$ cat src/rtl/reorder_buffer_pkg.sv
`default_nettype none
// ============================================================================
// Module : reorder_buffer_pkg
// Brief  : Shared LC-3b types for the reorder buffer: opcodes, CDB, ROB entry.
// Rev    : 1.0
// ============================================================================
package reorder_buffer_pkg;

  localparam int DATA_WIDTH = 16;
  localparam int TAG_WIDTH  = 3;
  localparam int ROB_DEPTH  = 1 << TAG_WIDTH;

  typedef logic [DATA_WIDTH-1:0] lc3b_word;
  typedef logic [TAG_WIDTH-1:0]  lc3b_rob_addr;
  typedef logic [2:0]            lc3b_reg;

  typedef enum logic [3:0] {
    OP_BR   = 4'b0000, OP_ADD = 4'b0001, OP_LDB = 4'b0010, OP_STB  = 4'b0011,
    OP_JSR  = 4'b0100, OP_AND = 4'b0101, OP_LDR = 4'b0110, OP_STR  = 4'b0111,
    OP_RTI  = 4'b1000, OP_NOT = 4'b1001, OP_LDI = 4'b1010, OP_STI  = 4'b1011,
    OP_JMP  = 4'b1100, OP_SHF = 4'b1101, OP_LEA = 4'b1110, OP_TRAP = 4'b1111
  } lc3b_opcode;

  typedef struct packed {
    logic         valid;
    lc3b_rob_addr tag;
    lc3b_word     data;
  } lc3b_cdb;

  typedef struct packed {
    logic       busy;
    logic       ready;
    lc3b_opcode opcode;
    lc3b_reg    dest;
    lc3b_word   value;
    logic       mispredict;
  } lc3b_rob_entry_t;

  function automatic logic writes_regfile(input lc3b_opcode op);
    case (op)
      OP_ADD, OP_AND, OP_NOT, OP_SHF, OP_LDR, OP_LEA, OP_JSR: return 1'b1;
      default:                                                return 1'b0;
    endcase
  endfunction

  // These opcodes carry their final value at issue time, so no CDB is awaited.
  function automatic logic ready_at_alloc(input lc3b_opcode op);
    return (op == OP_LEA) || (op == OP_JSR) || (op == OP_STR);
  endfunction

endpackage
`default_nettype wire

$ cat src/rtl/reorder_buffer_if.sv
`default_nettype none
// ============================================================================
// Module : reorder_buffer_if
// Brief  : Issue/CDB/commit signal bundle between the ROB and its neighbours.
// Rev    : 1.0
// ============================================================================
interface reorder_buffer_if;
  import reorder_buffer_pkg::*;

  logic         rob_write_enable;
  lc3b_opcode   rob_opcode;
  lc3b_reg      rob_dest;
  lc3b_word     rob_value_in;
  lc3b_cdb      CDB_in;
  lc3b_rob_addr rob_sr1_read_addr;
  lc3b_rob_addr rob_sr2_read_addr;

  logic         rob_full;
  lc3b_rob_addr rob_addr;
  lc3b_word     rob_sr1_value_out;
  logic         rob_sr1_valid_out;
  lc3b_word     rob_sr2_value_out;
  logic         rob_sr2_valid_out;
  logic         commit_reg_we;
  lc3b_reg      commit_dest;
  lc3b_word     commit_value;
  lc3b_rob_addr commit_rob_entry;
  logic         commit_store;
  logic         flush;
  lc3b_word     flush_pc;

  modport master (
    output rob_write_enable, rob_opcode, rob_dest, rob_value_in, CDB_in,
           rob_sr1_read_addr, rob_sr2_read_addr,
    input  rob_full, rob_addr, rob_sr1_value_out, rob_sr1_valid_out,
           rob_sr2_value_out, rob_sr2_valid_out, commit_reg_we, commit_dest,
           commit_value, commit_rob_entry, commit_store, flush, flush_pc
  );

  modport slave (
    input  rob_write_enable, rob_opcode, rob_dest, rob_value_in, CDB_in,
           rob_sr1_read_addr, rob_sr2_read_addr,
    output rob_full, rob_addr, rob_sr1_value_out, rob_sr1_valid_out,
           rob_sr2_value_out, rob_sr2_valid_out, commit_reg_we, commit_dest,
           commit_value, commit_rob_entry, commit_store, flush, flush_pc
  );

endinterface
`default_nettype wire

$ cat src/rtl/reorder_buffer_storage.sv
`default_nettype none
// ============================================================================
// Module : rob_storage
// Brief  : ROB entry array: allocate, CDB and clear write ports, three reads.
// Rev    : 1.0
// ============================================================================
module rob_storage
  import reorder_buffer_pkg::*;
(
  input  wire logic             clk,
  input  wire logic             rst,
  input  wire logic             i_alloc_en,
  input  wire lc3b_rob_addr     i_alloc_idx,
  input  wire lc3b_rob_entry_t  i_alloc_entry,
  input  wire lc3b_cdb          i_cdb,
  input  wire logic             i_clear_en,
  input  wire lc3b_rob_addr     i_clear_idx,
  input  wire logic             i_clear_all,
  input  wire lc3b_rob_addr     i_sr1_idx,
  input  wire lc3b_rob_addr     i_sr2_idx,
  input  wire lc3b_rob_addr     i_head_idx,
  output lc3b_rob_entry_t       o_sr1_entry,
  output lc3b_rob_entry_t       o_sr2_entry,
  output lc3b_rob_entry_t       o_head_entry
);

  lc3b_rob_entry_t w_entries [ROB_DEPTH];

  for (genvar i = 0; i < ROB_DEPTH; i++) begin : g_entry
    lc3b_rob_entry_t r_entry;
    logic            w_alloc_here;
    logic            w_clear_here;
    logic            w_cdb_here;

    assign w_alloc_here = i_alloc_en && (i_alloc_idx == lc3b_rob_addr'(i));
    assign w_clear_here = i_clear_en && (i_clear_idx == lc3b_rob_addr'(i));
    assign w_cdb_here   = i_cdb.valid && (i_cdb.tag == lc3b_rob_addr'(i)) && r_entry.busy;

    // Allocation outranks the commit clear: a full ROB may retire and refill
    // the same slot in one cycle.
    always_ff @(posedge clk or posedge rst) begin
      if (rst) begin
        r_entry <= '0;
      end else if (i_clear_all) begin
        r_entry.busy  <= 1'b0;
        r_entry.ready <= 1'b0;
      end else if (w_alloc_here) begin
        r_entry <= i_alloc_entry;
      end else if (w_clear_here) begin
        r_entry.busy  <= 1'b0;
        r_entry.ready <= 1'b0;
      end else if (w_cdb_here) begin
        if (r_entry.opcode == OP_BR) begin
          r_entry.mispredict <= i_cdb.data[0];
        end else begin
          r_entry.value <= i_cdb.data;
        end
        r_entry.ready <= 1'b1;
      end
    end

    assign w_entries[i] = r_entry;
  end

  assign o_sr1_entry  = w_entries[i_sr1_idx];
  assign o_sr2_entry  = w_entries[i_sr2_idx];
  assign o_head_entry = w_entries[i_head_idx];

endmodule
`default_nettype wire

$ cat src/rtl/reorder_buffer.sv
`default_nettype none
// ============================================================================
// Module : reorder_buffer
// Brief  : 8-entry in-order-retire reorder buffer with CDB capture and flush.
// Rev    : 1.0
// ============================================================================
module reorder_buffer
  import reorder_buffer_pkg::*;
(
  input  wire logic       clk,
  input  wire logic       rst,
  reorder_buffer_if.slave rob
);

  lc3b_rob_addr      r_head;
  lc3b_rob_addr      r_tail;
  logic [TAG_WIDTH:0] r_count;

  lc3b_rob_entry_t w_head_entry;
  lc3b_rob_entry_t w_sr1_entry;
  lc3b_rob_entry_t w_sr2_entry;
  lc3b_rob_entry_t w_alloc_entry;
  logic            w_full;
  logic            w_commit;
  logic            w_flush;
  logic            w_alloc;
  logic            w_reg_we;

  assign w_full   = (r_count == (TAG_WIDTH+1)'(ROB_DEPTH));
  assign w_commit = w_head_entry.busy && w_head_entry.ready && (r_count != '0);
  assign w_flush  = w_commit && (w_head_entry.opcode == OP_BR) && w_head_entry.mispredict;
  assign w_reg_we = w_commit && writes_regfile(w_head_entry.opcode);

  // A full ROB still accepts an allocation in the cycle its head retires.
  assign w_alloc  = rob.rob_write_enable && (!w_full || w_commit) && !w_flush;

  always_comb begin
    w_alloc_entry            = '0;
    w_alloc_entry.busy       = 1'b1;
    w_alloc_entry.ready      = ready_at_alloc(rob.rob_opcode);
    w_alloc_entry.opcode     = rob.rob_opcode;
    w_alloc_entry.dest       = rob.rob_dest;
    w_alloc_entry.value      = rob.rob_value_in;
    w_alloc_entry.mispredict = 1'b0;
  end

  rob_storage u_storage (
    .clk          (clk),
    .rst          (rst),
    .i_alloc_en   (w_alloc),
    .i_alloc_idx  (r_tail),
    .i_alloc_entry(w_alloc_entry),
    .i_cdb        (rob.CDB_in),
    .i_clear_en   (w_commit),
    .i_clear_idx  (r_head),
    .i_clear_all  (w_flush),
    .i_sr1_idx    (rob.rob_sr1_read_addr),
    .i_sr2_idx    (rob.rob_sr2_read_addr),
    .i_head_idx   (r_head),
    .o_sr1_entry  (w_sr1_entry),
    .o_sr2_entry  (w_sr2_entry),
    .o_head_entry (w_head_entry)
  );

  always_ff @(posedge clk or posedge rst) begin
    if (rst) begin
      r_head  <= '0;
      r_tail  <= '0;
      r_count <= '0;
    end else if (w_flush) begin
      r_head  <= '0;
      r_tail  <= '0;
      r_count <= '0;
    end else begin
      if (w_commit) r_head <= r_head + 1'b1;
      if (w_alloc)  r_tail <= r_tail + 1'b1;
      case ({w_alloc, w_commit})
        2'b10:   r_count <= r_count + 1'b1;
        2'b01:   r_count <= r_count - 1'b1;
        default: r_count <= r_count;
      endcase
    end
  end

  assign rob.rob_full          = w_full;
  assign rob.rob_addr          = r_tail;
  assign rob.rob_sr1_value_out = w_sr1_entry.value;
  assign rob.rob_sr1_valid_out = w_sr1_entry.busy && w_sr1_entry.ready;
  assign rob.rob_sr2_value_out = w_sr2_entry.value;
  assign rob.rob_sr2_valid_out = w_sr2_entry.busy && w_sr2_entry.ready;
  assign rob.commit_reg_we     = w_reg_we;
  assign rob.commit_dest       = w_reg_we ? w_head_entry.dest  : '0;
  assign rob.commit_value      = w_reg_we ? w_head_entry.value : '0;
  assign rob.commit_rob_entry  = w_commit ? r_head : '0;
  assign rob.commit_store      = w_commit && (w_head_entry.opcode == OP_STR);
  assign rob.flush             = w_flush;
  assign rob.flush_pc          = w_flush ? w_head_entry.value : '0;

endmodule
`default_nettype wire

$ cat src/flat_wrapper.sv
// flat-port wrapper written by rule: the top's interface ports become plain ports
module reorder_buffer_flat import reorder_buffer_pkg::*;
  (clk, rst, rob_rob_write_enable, rob_rob_opcode, rob_rob_dest, rob_rob_value_in, rob_CDB_in, rob_rob_sr1_read_addr, rob_rob_sr2_read_addr, rob_rob_full, rob_rob_addr, rob_rob_sr1_value_out, rob_rob_sr1_valid_out, rob_rob_sr2_value_out, rob_rob_sr2_valid_out, rob_commit_reg_we, rob_commit_dest, rob_commit_value, rob_commit_rob_entry, rob_commit_store, rob_flush, rob_flush_pc);
  reorder_buffer_if rob_i ();
  input  wire logic clk;
  input  wire logic rst;
  input wire logic [$bits(rob_i.rob_write_enable)-1:0] rob_rob_write_enable;
  input wire logic [$bits(rob_i.rob_opcode)-1:0] rob_rob_opcode;
  input wire logic [$bits(rob_i.rob_dest)-1:0] rob_rob_dest;
  input wire logic [$bits(rob_i.rob_value_in)-1:0] rob_rob_value_in;
  input wire logic [$bits(rob_i.CDB_in)-1:0] rob_CDB_in;
  input wire logic [$bits(rob_i.rob_sr1_read_addr)-1:0] rob_rob_sr1_read_addr;
  input wire logic [$bits(rob_i.rob_sr2_read_addr)-1:0] rob_rob_sr2_read_addr;
  output wire logic [$bits(rob_i.rob_full)-1:0] rob_rob_full;
  output wire logic [$bits(rob_i.rob_addr)-1:0] rob_rob_addr;
  output wire logic [$bits(rob_i.rob_sr1_value_out)-1:0] rob_rob_sr1_value_out;
  output wire logic [$bits(rob_i.rob_sr1_valid_out)-1:0] rob_rob_sr1_valid_out;
  output wire logic [$bits(rob_i.rob_sr2_value_out)-1:0] rob_rob_sr2_value_out;
  output wire logic [$bits(rob_i.rob_sr2_valid_out)-1:0] rob_rob_sr2_valid_out;
  output wire logic [$bits(rob_i.commit_reg_we)-1:0] rob_commit_reg_we;
  output wire logic [$bits(rob_i.commit_dest)-1:0] rob_commit_dest;
  output wire logic [$bits(rob_i.commit_value)-1:0] rob_commit_value;
  output wire logic [$bits(rob_i.commit_rob_entry)-1:0] rob_commit_rob_entry;
  output wire logic [$bits(rob_i.commit_store)-1:0] rob_commit_store;
  output wire logic [$bits(rob_i.flush)-1:0] rob_flush;
  output wire logic [$bits(rob_i.flush_pc)-1:0] rob_flush_pc;
  assign rob_i.rob_write_enable = rob_rob_write_enable;
  assign rob_i.rob_opcode = rob_rob_opcode;
  assign rob_i.rob_dest = rob_rob_dest;
  assign rob_i.rob_value_in = rob_rob_value_in;
  assign rob_i.CDB_in = rob_CDB_in;
  assign rob_i.rob_sr1_read_addr = rob_rob_sr1_read_addr;
  assign rob_i.rob_sr2_read_addr = rob_rob_sr2_read_addr;
  assign rob_rob_full = rob_i.rob_full;
  assign rob_rob_addr = rob_i.rob_addr;
  assign rob_rob_sr1_value_out = rob_i.rob_sr1_value_out;
  assign rob_rob_sr1_valid_out = rob_i.rob_sr1_valid_out;
  assign rob_rob_sr2_value_out = rob_i.rob_sr2_value_out;
  assign rob_rob_sr2_valid_out = rob_i.rob_sr2_valid_out;
  assign rob_commit_reg_we = rob_i.commit_reg_we;
  assign rob_commit_dest = rob_i.commit_dest;
  assign rob_commit_value = rob_i.commit_value;
  assign rob_commit_rob_entry = rob_i.commit_rob_entry;
  assign rob_commit_store = rob_i.commit_store;
  assign rob_flush = rob_i.flush;
  assign rob_flush_pc = rob_i.flush_pc;
  reorder_buffer u_core (.clk(clk), .rst(rst), .rob(rob_i));
endmodule
$ cat config.mk
export PLATFORM = sky130hd
export DESIGN_NAME = reorder_buffer_flat
export DESIGN_NICKNAME = d
export VERILOG_FILES = /design/src/rtl/reorder_buffer_pkg.sv /design/src/rtl/reorder_buffer_if.sv /design/src/rtl/reorder_buffer_storage.sv /design/src/rtl/reorder_buffer.sv /design/src/flat_wrapper.sv
export SDC_FILE = /design/constraint.sdc
export NUM_CORES = 1
export LEC_CHECK = 0
export CAP_MARGIN = 10
export CORE_MARGIN = 4
export CORE_UTILIZATION = 45
export CTS_CLUSTER_DIAMETER = 120
export DETAILED_ROUTE_END_ITERATION = 8
export PLACE_DENSITY = 0.66
export SETUP_SLACK_MARGIN = 0.4
export SYNTH_ARGS = -nofsm -noshare
export SYNTH_HDL_FRONTEND = slang
export SYNTH_SLANG_ARGS = --single-unit
$ cat constraint.sdc
create_clock -name clk -period 9 [get_ports clk]
set_input_delay 0.9 -clock clk [delete_from_list [all_inputs] [get_ports clk]]
set_output_delay 0.9 -clock clk [all_outputs]
set_load 0.005 [all_outputs]
==> results of run 1 <==
-- per-stage QoR --
| step | utilization | total power, mW | cell area, µm² | setup slack (ps) |
|---|---|---|---|---|
| after detailed placement | 0.5044 | 4.565 | 15390 | 3671 |
| final | 0.5316 | 5.588 | 16220 | 3049 |
| after global placement | 0.5044 | 4.479 | 15390 | 3812 |
| after global routing | 0.5316 | 5.941 | 16220 | 2718 |
| after floorplan | - | 3.680 | 13880 | 2136 |
| after CTS | 0.5316 | 5.612 | 16220 | 3082 |
-- sequential cells by signal, indices dropped and copies added (netlist names) --
signal and flops:
u_core.r_head 3, u_core.u_storage.g_entry.r_entry 208, u_core.rob.rob_addr 3, u_core.r_count 4
-- area by class of cell --
class | instances | area, µm²
clock buffer | 34 | 709.4
tap | 396 | 495.5
multi-input combinational | 796 | 7960
fill | 2637 | 14290
clock inverter | 10 | 118.9
inverter | 14 | 60.06
timing repair buffer | 148 | 1416
sequential | 218 | 5458
-- where the power goes --
group	total (mW)	internal, mW	switching [mW]
sequential	1.95	1.48	0.472
clock	1.04	0.611	0.425
combinational	2.61	1.51	1.10
-- synthesized netlist by cell type, drive strengths merged (4+ instances only) --
master,count,area share
a21oi,72,0.026
and3,8,0.0036
buf,47,0.020
clkbuf,39,0.011
dfrtp,218,0.39
ha,15,0.014
inv,13,0.0035
mux2,187,0.15
mux2i,114,0.082
mux4,116,0.19
nand2,51,0.014
nand2b,5,0.0023
nand3,14,0.0054
nand4,12,0.0083
nand4b,5,0.0032
nor2,120,0.033
nor2b,4,0.0018
nor4,5,0.0033
o21ai,26,0.0094
or4,6,0.0032
-- how the worst min path moves through the flow --
stage	slack (ps)	endpoint	start	cells after the start
6_report	500	u_core.u_storage.g_entry[3].r_entry[25]	u_core.u_storage.g_entry[3].r_entry[25]	2
5_1_grt	510	u_core.u_storage.g_entry[0].r_entry[19]	u_core.u_storage.g_entry[0].r_entry[19]	1
4_1_cts	500	u_core.u_storage.g_entry[3].r_entry[25]	u_core.u_storage.g_entry[3].r_entry[25]	2
3_5_place_dp	490	u_core.u_storage.g_entry[3].r_entry[25]	u_core.u_storage.g_entry[3].r_entry[25]	2
3_3_place_gp	480	u_core.u_storage.g_entry[0].r_entry[19]	u_core.u_storage.g_entry[0].r_entry[19]	1
2_1_floorplan	460	u_core.u_storage.g_entry[3].r_entry[25]	u_core.u_storage.g_entry[3].r_entry[25]	2
-- critical path, delay by kind of cell, from the launching register on --
kind                   cells  cell delay [ps]
buffers and inverters      4             2060
flip-flops                 1              840
multiplexers               1              450
AND/OR/NAND/NOR            3             1100
-- kinds of logic after synthesis --
| logic type | count (synthesis) |
|---|---|
| muxes | 417 |
| and+or+nand+nor | 241 |
| DFF | 218 |
| AOI/OAI and AO/OA | 117 |
| buffers and inverters | 100 |
| adders and majority gates | 16 |
| xor gates and xnor gates | 5 |
-- metal layers --
layer	vias up	part of all wire
met4	0	0.030
li1	4370	-
met3	72	0.055
met5	-	0
met1	5181	0.42
met2	322	0.49
==> flow_summary.json, run 1 <==
{
  "status": "completed",
  "cts_hold_buf": 0,
  "synth_edf_count": 0,
  "cts_setup_buffers": 0,
  "timing.critical_path.cells": "clkinv_1 -> mux4_2 -> nor2_2 -> nor2_4 -> inv_2 -> nand4_4 -> inv_1 -> clkdlybuf4s50_1",
  "wl_mm": 39.86,
  "ant_nets": 0,
  "grt_usage": 0.2362,
  "numCtsBuffers": 25,
  "h-tree-depth": 1,
  "cp_slowest_cell": "dfrtp_2",
  "synth_top_family_by_area": "multiplexers",
  "final_common_cell": "dfrtp_1",
  "hold_path_class": "register to register",
  "maxSlewHeadroom": 0.2048,
  "synthMuxAreaShare": 0.4221,
  "drive_gt1_frac": 0.3008,
  "path_class": "register to output pin",
  "io_buffers": 130,
  "r2r_slack_ps": 3660,
  "grtUsageMet1": 0.3190,
  "die_w_um": 183.6,
  "final_cells": 1616,
  "initialDrtViolationCount": 901,
  "dieArea_um2": 33720,
  "final_cell_mix": "dfrtp_1 (216), mux2_2 (163), clkdlybuf4s50_1 (126)",
  "syn-num-nets": 1182,
  "synth_cell_types": 52,
  "clock-sinks": 218,
  "synth-compound-area-share": 0.04867,
  "worstSkewPairLatency_ps": 550,
  "fin_crit_ps": 5951,
  "hold_ws_ps": 500.2,
  "place.gp.congestion": 0.8470,
  "max_stage_delay_ps": 840,
  "grt_max_degree": 98,
  "critPathCapture": "rob_flush",
  "num_rows": 64,
  "startpoint_type": "register",
  "synth-xor-area-share": 0.003155,
  "yosys_warnings": 0,
  "ff2ff_path_depth": 9,
  "die_y_um": 183.6,
  "hold_violations": 0,
  "synth_adder_area_share": 0.01496,
  "pin_count": 131,
  "ys_ff_latch": 218,
  "synth-async-reset-ratio": 1.000,
  "cts_buffer_depth": 3,
  "yosysSeqAreaShare": 0.3930,
  "grt_busiest_layer": "met2",
  "insertedDiodeCount": 0,
  "synth-simple-area-share": 0.08410,
  "grtUsageMet3": 0.03759,
  "crit_start": "u_core.r_head[1]",
  "power_density_nw_per_um2": 344.5,
  "coreArea_um2": 30510,
  "cts_root_buf": "clkbuf_16",
  "min_period_over_period": 0.6613,
  "p_leak_nw": 6.888,
  "grt_overflow": 0,
  "postCtsResizedCells": 0,
  "placed_cells": 1572,
  "critPathArrivalTime_ps": 5050,
  "end_kind": "output pin",
  "route.detailed.drc": 0,
  "ir_drop_mv": 0.1687,
  "netlist_instances": 1114,
  "antenna_found_initial": 0,
  "nets": 1271,
  "synth_area_um2": 13880,
  "syn_to_final_growth_pct": 16.84,
  "ys.flop_type": "dfrtp_1",
  "grtUsageMet2": 0.3951,
  "skew_ps": 19.48,
  "grt_pass1_vias": 10170,
  "setup_viol_count_final": 0,
  "maxCapViolCount": 0,
  "fmax_mhz": 168.0,
  "grt_pass1_wl_mm": 61.79,
  "worstPathRequired_ps": 8100,
  "hpwlAfterDp_mm": 24.98,
  "start_util": 0.4550,
  "crit-reg2reg-launch": "u_core.r_head[1]",
  "avgRoutedWirePerCell_um": 24.67,
  "crit_fanout": 54,
  "cts_tree": "yes",
  "vias_per_cell": 6.154,
  "finalSetupTns_ps": 0,
  "r2r-end": "u_core.u_storage.g_entry[6].r_entry[9]",
  "cts.clk_slew.worst_paths_ps": 60,
  "worst_slew_pin_slew_ps": 1190,
  "dr.pass1.iters": 7,
  "vias": 9945,
  "slew_violations": 0,
  "avgSynthCellArea_um2": 12.46,
  "rsz0062_at_grt": "false"
}
Note: power is estimated with default switching activity, not from simulation.
==> run 2, diff against run 1 <==
- PLACE_DENSITY: 0.66 -> 0.69
- clock period: 9 -> 5 ns (I/O delays scaled with it)
==> run 2 against run 1 <==
  * Via count increased by 1.4%
  * Critical path depth is 1 higher
  * Die area is the same
  * Combinational power up 81%
  * Critical endpoint is now rob_flush_pc[8]
  * Largest power group unchanged
==> flow_summary.json, run 2 (synthesized netlist as in run 1, its figures left out) <==
{
  "status": "completed",
  "cts_root_buf": "clkbuf_16",
  "die_y_um": 183.6,
  "pin_count": 131,
  "setup_viol_count_final": 0,
  "grtUsageMet3": 0.04630,
  "cts_hold_buf": 0,
  "rsz0062_at_grt": "false",
  "postLayoutCoreUtil": 0.5363,
  "timing.critical_path.cells": "clkinv_1 -> mux4_2 -> nor2_2 -> nor2_4 -> inv_2 -> nand4_4 -> buf_4 -> nor2_1 -> clkdlybuf4s50_1",
  "vias_per_cell": 6.178,
  "fillCellCount": 2564,
  "fmax_mhz": 228.3,
  "antenna_found_initial": 0,
  "ant_nets": 0,
  "hold_violations": 0,
  "nets": 1287,
  "p_int_mw": 6.524,
  "critPathArrivalTime_ps": 3880,
  "skew_ps": 10.30,
  "cp_slowest_cell": "dfrtp_4",
  "grt_pass1_wl_mm": 62.60,
  "insertedDiodeCount": 0,
  "drive_gt1_frac": 0.3131,
  "largest_reg_flops": 208,
  "p_clk_frac": 0.186,
  "fin_crit_ps": 4380,
  "reg_top3": "u_core.u_storage.g_entry.r_entry x208, u_core.r_count x4",
  "final_common_cell": "dfrtp_1",
  "route.detailed.drc": 0,
  "dieArea_um2": 33720,
  "cts_setup_buffers": 0,
  "grt_busiest_layer": "met2",
  "grtUsageMet2": 0.3930,
  "finalSetupTns_ps": 0,
  "initialDrtViolationCount": 943,
  "min_period_over_period": 0.8760,
  "cts_tree": "yes",
  "maxCapViolCount": 0,
  "grt_overflow": 0,
  "syn_to_final_growth_pct": 17.88,
  "wl_mm": 40.44,
  "coreArea_um2": 30510,
  "dr.pass1.iters": 5,
  "max_stage_delay_ps": 780,
  "r2r_slack_ps": 960,
  "crit_fanout": 29,
  "h-tree-depth": 1,
  "die_w_um": 183.6,
  "grt_pass1_vias": 10480,
  "worstSkewPairLatency_ps": 520,
  "slew_violations": 0,
  "grtUsageMet1": 0.3238,
  "num_rows": 64,
  "p_sw_frac": 0.3561,
  "end_kind": "output pin",
  "switchingPower_mw": 3.608,
  "seqPwrFrac": 0.347,
  "worst_slew_pin_slew_ps": 1093,
  "power_density_nw_per_um2": 619.2,
  "ir_drop_mv": 0.2798,
  "path_class": "register to output pin",
  "hold_path_class": "input port to asynchronous set/reset pin",
  "hpwlAfterDp_mm": 26.31,
  "place.gp.congestion": 0.8873,
  "startpoint_type": "register",
  "clock-sinks": 218,
  "grt_usage": 0.2387,
  "worstPathRequired_ps": 4500,
  "io_buffers": 130,
  "combPwrFrac": 0.467,
  "avgRoutedWirePerCell_um": 24.78,
  "p_leak_nw": 6.949,
  "final_cell_mix": "dfrtp_1 (215), mux2_2 (163), clkdlybuf4s50_1 (126)",
  "numCtsBuffers": 25,
  "vias": 10080,
  "regMostFlops": "u_core.u_storage.g_entry.r_entry",
  "cts_buffer_depth": 3,
  "grt_max_degree": 65,
  "maxSlewHeadroom": 0.2713,
  "cts.clk_slew.worst_paths_ps": 60,
  "start_util": 0.4550
}
run 2: cell types whose count changed in the layout (fill, tap and decap cells not counted), moves of 2 or more:
| cell | previous run | this run |
|---|---|---|
| buf_4 | 18 | 33 |
| clkinv_2 | 6 | 8 |
| clkbuf_1 | 4 | 2 |
| clkinvlp_4 | 0 | 4 |
| inv_1 | 10 | 8 |
run 2: what timing repair did:
| item | 4_1_cts | 5_1_grt |
|---|---|---|
| resized for setup | 1 | 3 |
| pin swaps | 0 | 0 |
| setup endpoints to repair | 1 | 7 |
run 2: power groups by stage:
stage / Clock, mW / Sequential (mW) / Combinational (mW)
5_1_grt: 1.97 / 3.63 / 5.11
4_1_cts: 1.91 / 3.49 / 4.75
3_5_place_dp: 0 / 3.50 / 4.73
2_1_floorplan: 0 / 3.16 / 3.46
6_report: 1.89 / 3.52 / 4.73
3_3_place_gp: 0 / 3.44 / 4.64
run 2: final cells by class:
class	instances	area, µm²	area share
Clock inverter	13	146.4	0.008946
Multi-Input combinational cell	796	7959	0.4864
Timing Repair Buffer	164	1549	0.09466
Sequential cell	218	5461	0.3338
Inverter	14	63.81	0.003900
Clock buffer	31	688.2	0.04206
Tap cell	396	495.5	0.03028
run 2: routing by layer:
metal  share of wire  up-vias
li1                -     4408
met1            0.42     5190
met2            0.48      408
met3           0.073       77
met4           0.030        0
met5               0        -
run 2: worst max-delay path, delay by kind of cell (launching register included):
| family | cells | cell delay, ps |
|---|---|---|
| multiplexers | 1 | 360 |
| flip-flops | 1 | 780 |
| buffers and inverters | 4 | 1330 |
| AND/OR/NAND/NOR | 4 | 870 |
run 2: worst paths after layout:
path | start | to | cells past startpoint
max | u_core.r_head[1] | rob_flush_pc[8] | 9
min | rst | u_core.u_storage.g_entry[6].r_entry[15] | 2
max reg2reg | u_core.r_head[1] | u_core.r_count[3] | 14
min reg2reg | u_core.u_storage.g_entry[0].r_entry[18] | u_core.u_storage.g_entry[0].r_entry[18] | 1
max in group asynchronous | rst | u_core.r_head[2] | 3
min in group clk | u_core.u_storage.g_entry[0].r_entry[18] | u_core.u_storage.g_entry[0].r_entry[18] | 1
run 2: per-stage QoR:
stage	std cells	hold slack [ps]	instance area (µm²)	setup slack (ps)	total power [mW]
CTS	1632	503.8	16350	412.8	10.15
finish	1632	478.2	16360	620.1	10.13
global placement	1588	481.9	15520	988.7	8.082
floorplan	1114	461.2	13880	1161	6.624
detailed placement	1588	490.7	15520	836.8	8.232
global route	1632	519.2	16360	413.8	10.72
==> run 3, diff against run 2 <==
- CAP_MARGIN: 10 -> 30
==> run 3 against run 2 <==
  * Non-clock buffer count increased by 5
  * Count of clock-buffer cells in the layout increased by 13
  * First-iteration DRC count increased by 1.9%
  * Wire length about the same
  * Critical path depth unchanged
  * Via count increased by 0.71%
  * Clock power about the same
  * Die area unchanged
==> flow_summary.json, run 3 (synthesized netlist as in run 1, its figures left out) <==
{
  "status": "completed",
  "vias_per_cell": 6.192,
  "nets": 1293,
  "postLayoutCoreUtil": 0.5410,
  "final_cell_mix": "dfrtp_1 (215), mux2_2 (163), clkdlybuf4s50_1 (126)",
  "path_class": "register to output pin",
  "crit-reg2reg-launch": "u_core.r_head[1]",
  "coreArea_um2": 30510,
  "largest_reg_flops": 208,
  "worst_slew_pin_slew_ps": 969.1,
  "numCtsBuffers": 26,
  "place_area_um2": 15600,
  "fmax_mhz": 230.1,
  "place_ws_ps": 816.2,
  "r2r-end": "u_core.r_count[3]",
  "maxCapViolCount": 0,
  "fin_crit_ps": 4345,
  "min_period_over_period": 0.8691,
  "insertedDiodeCount": 0,
  "grt_overflow": 0,
  "grt_pass1_vias": 10300,
  "hold_violations": 0,
  "h-tree-depth": 1,
  "worstPathRequired_ps": 4500,
  "reg_top3": "u_core.u_storage.g_entry.r_entry x208, u_core.r_count x4",
  "r2r_slack_ps": 1000,
  "finalSetupTns_ps": 0,
  "final_common_cell": "dfrtp_1",
  "vias": 10160,
  "initialDrtViolationCount": 961,
  "dieArea_um2": 33720,
  "cts.clk_slew.worst_paths_ps": 60,
  "worstSkewPairLatency_ps": 530,
  "setup_viol_count_final": 0,
  "hold_path_class": "input port to asynchronous set/reset pin",
  "cts_setup_buffers": 0,
  "p_leak_nw": 7.017,
  "drive_gt1_frac": 0.3119,
  "startpoint_type": "register",
  "cts_hold_buf": 0,
  "num_rows": 64,
  "place.gp.congestion": 0.8873,
  "cts_tree": "yes",
  "power.total_mw": 10.16,
  "route.detailed.drc": 0,
  "die_w_um": 183.6,
  "grt_usage": 0.2381,
  "cts_root_buf": "clkbuf_16",
  "wl_mm": 40.40,
  "avgRoutedWirePerCell_um": 24.64,
  "regMostFlops": "u_core.u_storage.g_entry.r_entry",
  "crit_fanout": 29,
  "grt_max_degree": 65,
  "pin_count": 131,
  "maxSlewHeadroom": 0.3539,
  "io_buffers": 130,
  "critPathArrivalTime_ps": 3850,
  "start_util": 0.4550,
  "ir_drop_mv": 0.3310,
  "die_y_um": 183.6,
  "clock-sinks": 218,
  "hpwlAfterDp_mm": 26.76,
  "timing.final.ws_setup_ps": 654.5,
  "end_kind": "output pin",
  "power_density_nw_per_um2": 615.8,
  "rsz0062_at_grt": "true",
  "slew_violations": 0,
  "cts_buffer_depth": 3,
  "skew_ps": 12.86,
  "fin_area_um2": 16500,
  "antenna_found_initial": 0,
  "grt_pass1_wl_mm": 62.33,
  "ff2ff_path_depth": 14,
  "ant_nets": 0,
  "dr.pass1.iters": 5,
  "syn_to_final_growth_pct": 18.90
}
-- run 3: timing repair --
item                       4_1_cts  5_1_grt
pin swaps                        0        0
gates resized for setup          2        1
setup endpoints to repair        1        1
hold endpoints to repair         0        0
-- run 3: stage by stage --
stage	instances	hold WS, ps
6_report	1640	485.5
2_1_floorplan	1114	461.2
4_1_cts	1639	502.9
5_1_grt	1640	521.3
3_5_place_dp	1592	490.7
3_3_place_gp	1588	481.9
-- run 3: how the worst max path moves through the flow --
stage	slack, ps	startpoint	depth (start not counted)	endpoint
CTS	540	u_core.r_head[1]	8	rob_flush
detailed placement	820	u_core.r_head[1]	14	u_core.r_count[3]
floorplan	1160	u_core.r_head[0]	15	u_core.r_count[3]
finish	650	u_core.r_head[1]	9	rob_flush_pc[9]
global route	380	u_core.r_head[1]	9	rob_flush_pc[8]
global placement	990	u_core.r_head[1]	14	u_core.r_count[3]
-- run 3: worst max-delay path, stage by stage, from the launching register on --
cell	delay, ps
dfrtp_4	760
clkinv_1	240
mux4_2	370
nor2_2	240
nor2_4	80
inv_2	170
nand4_4	410
buf_4	400
nor2_1	140
clkdlybuf4s50_1	510
-- run 3: where the power goes --
part	internal [mW]	switching, mW	total (mW)
clock	1.17	0.745	1.91
sequential	2.66	0.853	3.51
combinational	2.75	1.99	4.74
total	6.57	3.59	10.2
-- run 3: routing by layer --
layer / vias to the layer above / wire, µm / GRT usage
li1: 4434 / - / -
met1: 5223 / 16900 / 0.3343
met2: 417 / 19400 / 0.3840
met3: 81 / 2788 / 0.03759
met4: 0 / 1321 / 0.07479
met5: - / 0 / 0
-- run 3: layout make-up --
cell class                 instances  area (µm²)
clock inverter                     3       40.04
inverter                          14       60.06
clock buffer                      44       829.5
sequential                       218        5461
fill                            2550       14000
tap                              396       495.5
timing repair buffer             169        1659
multi-input combinational        796        7959
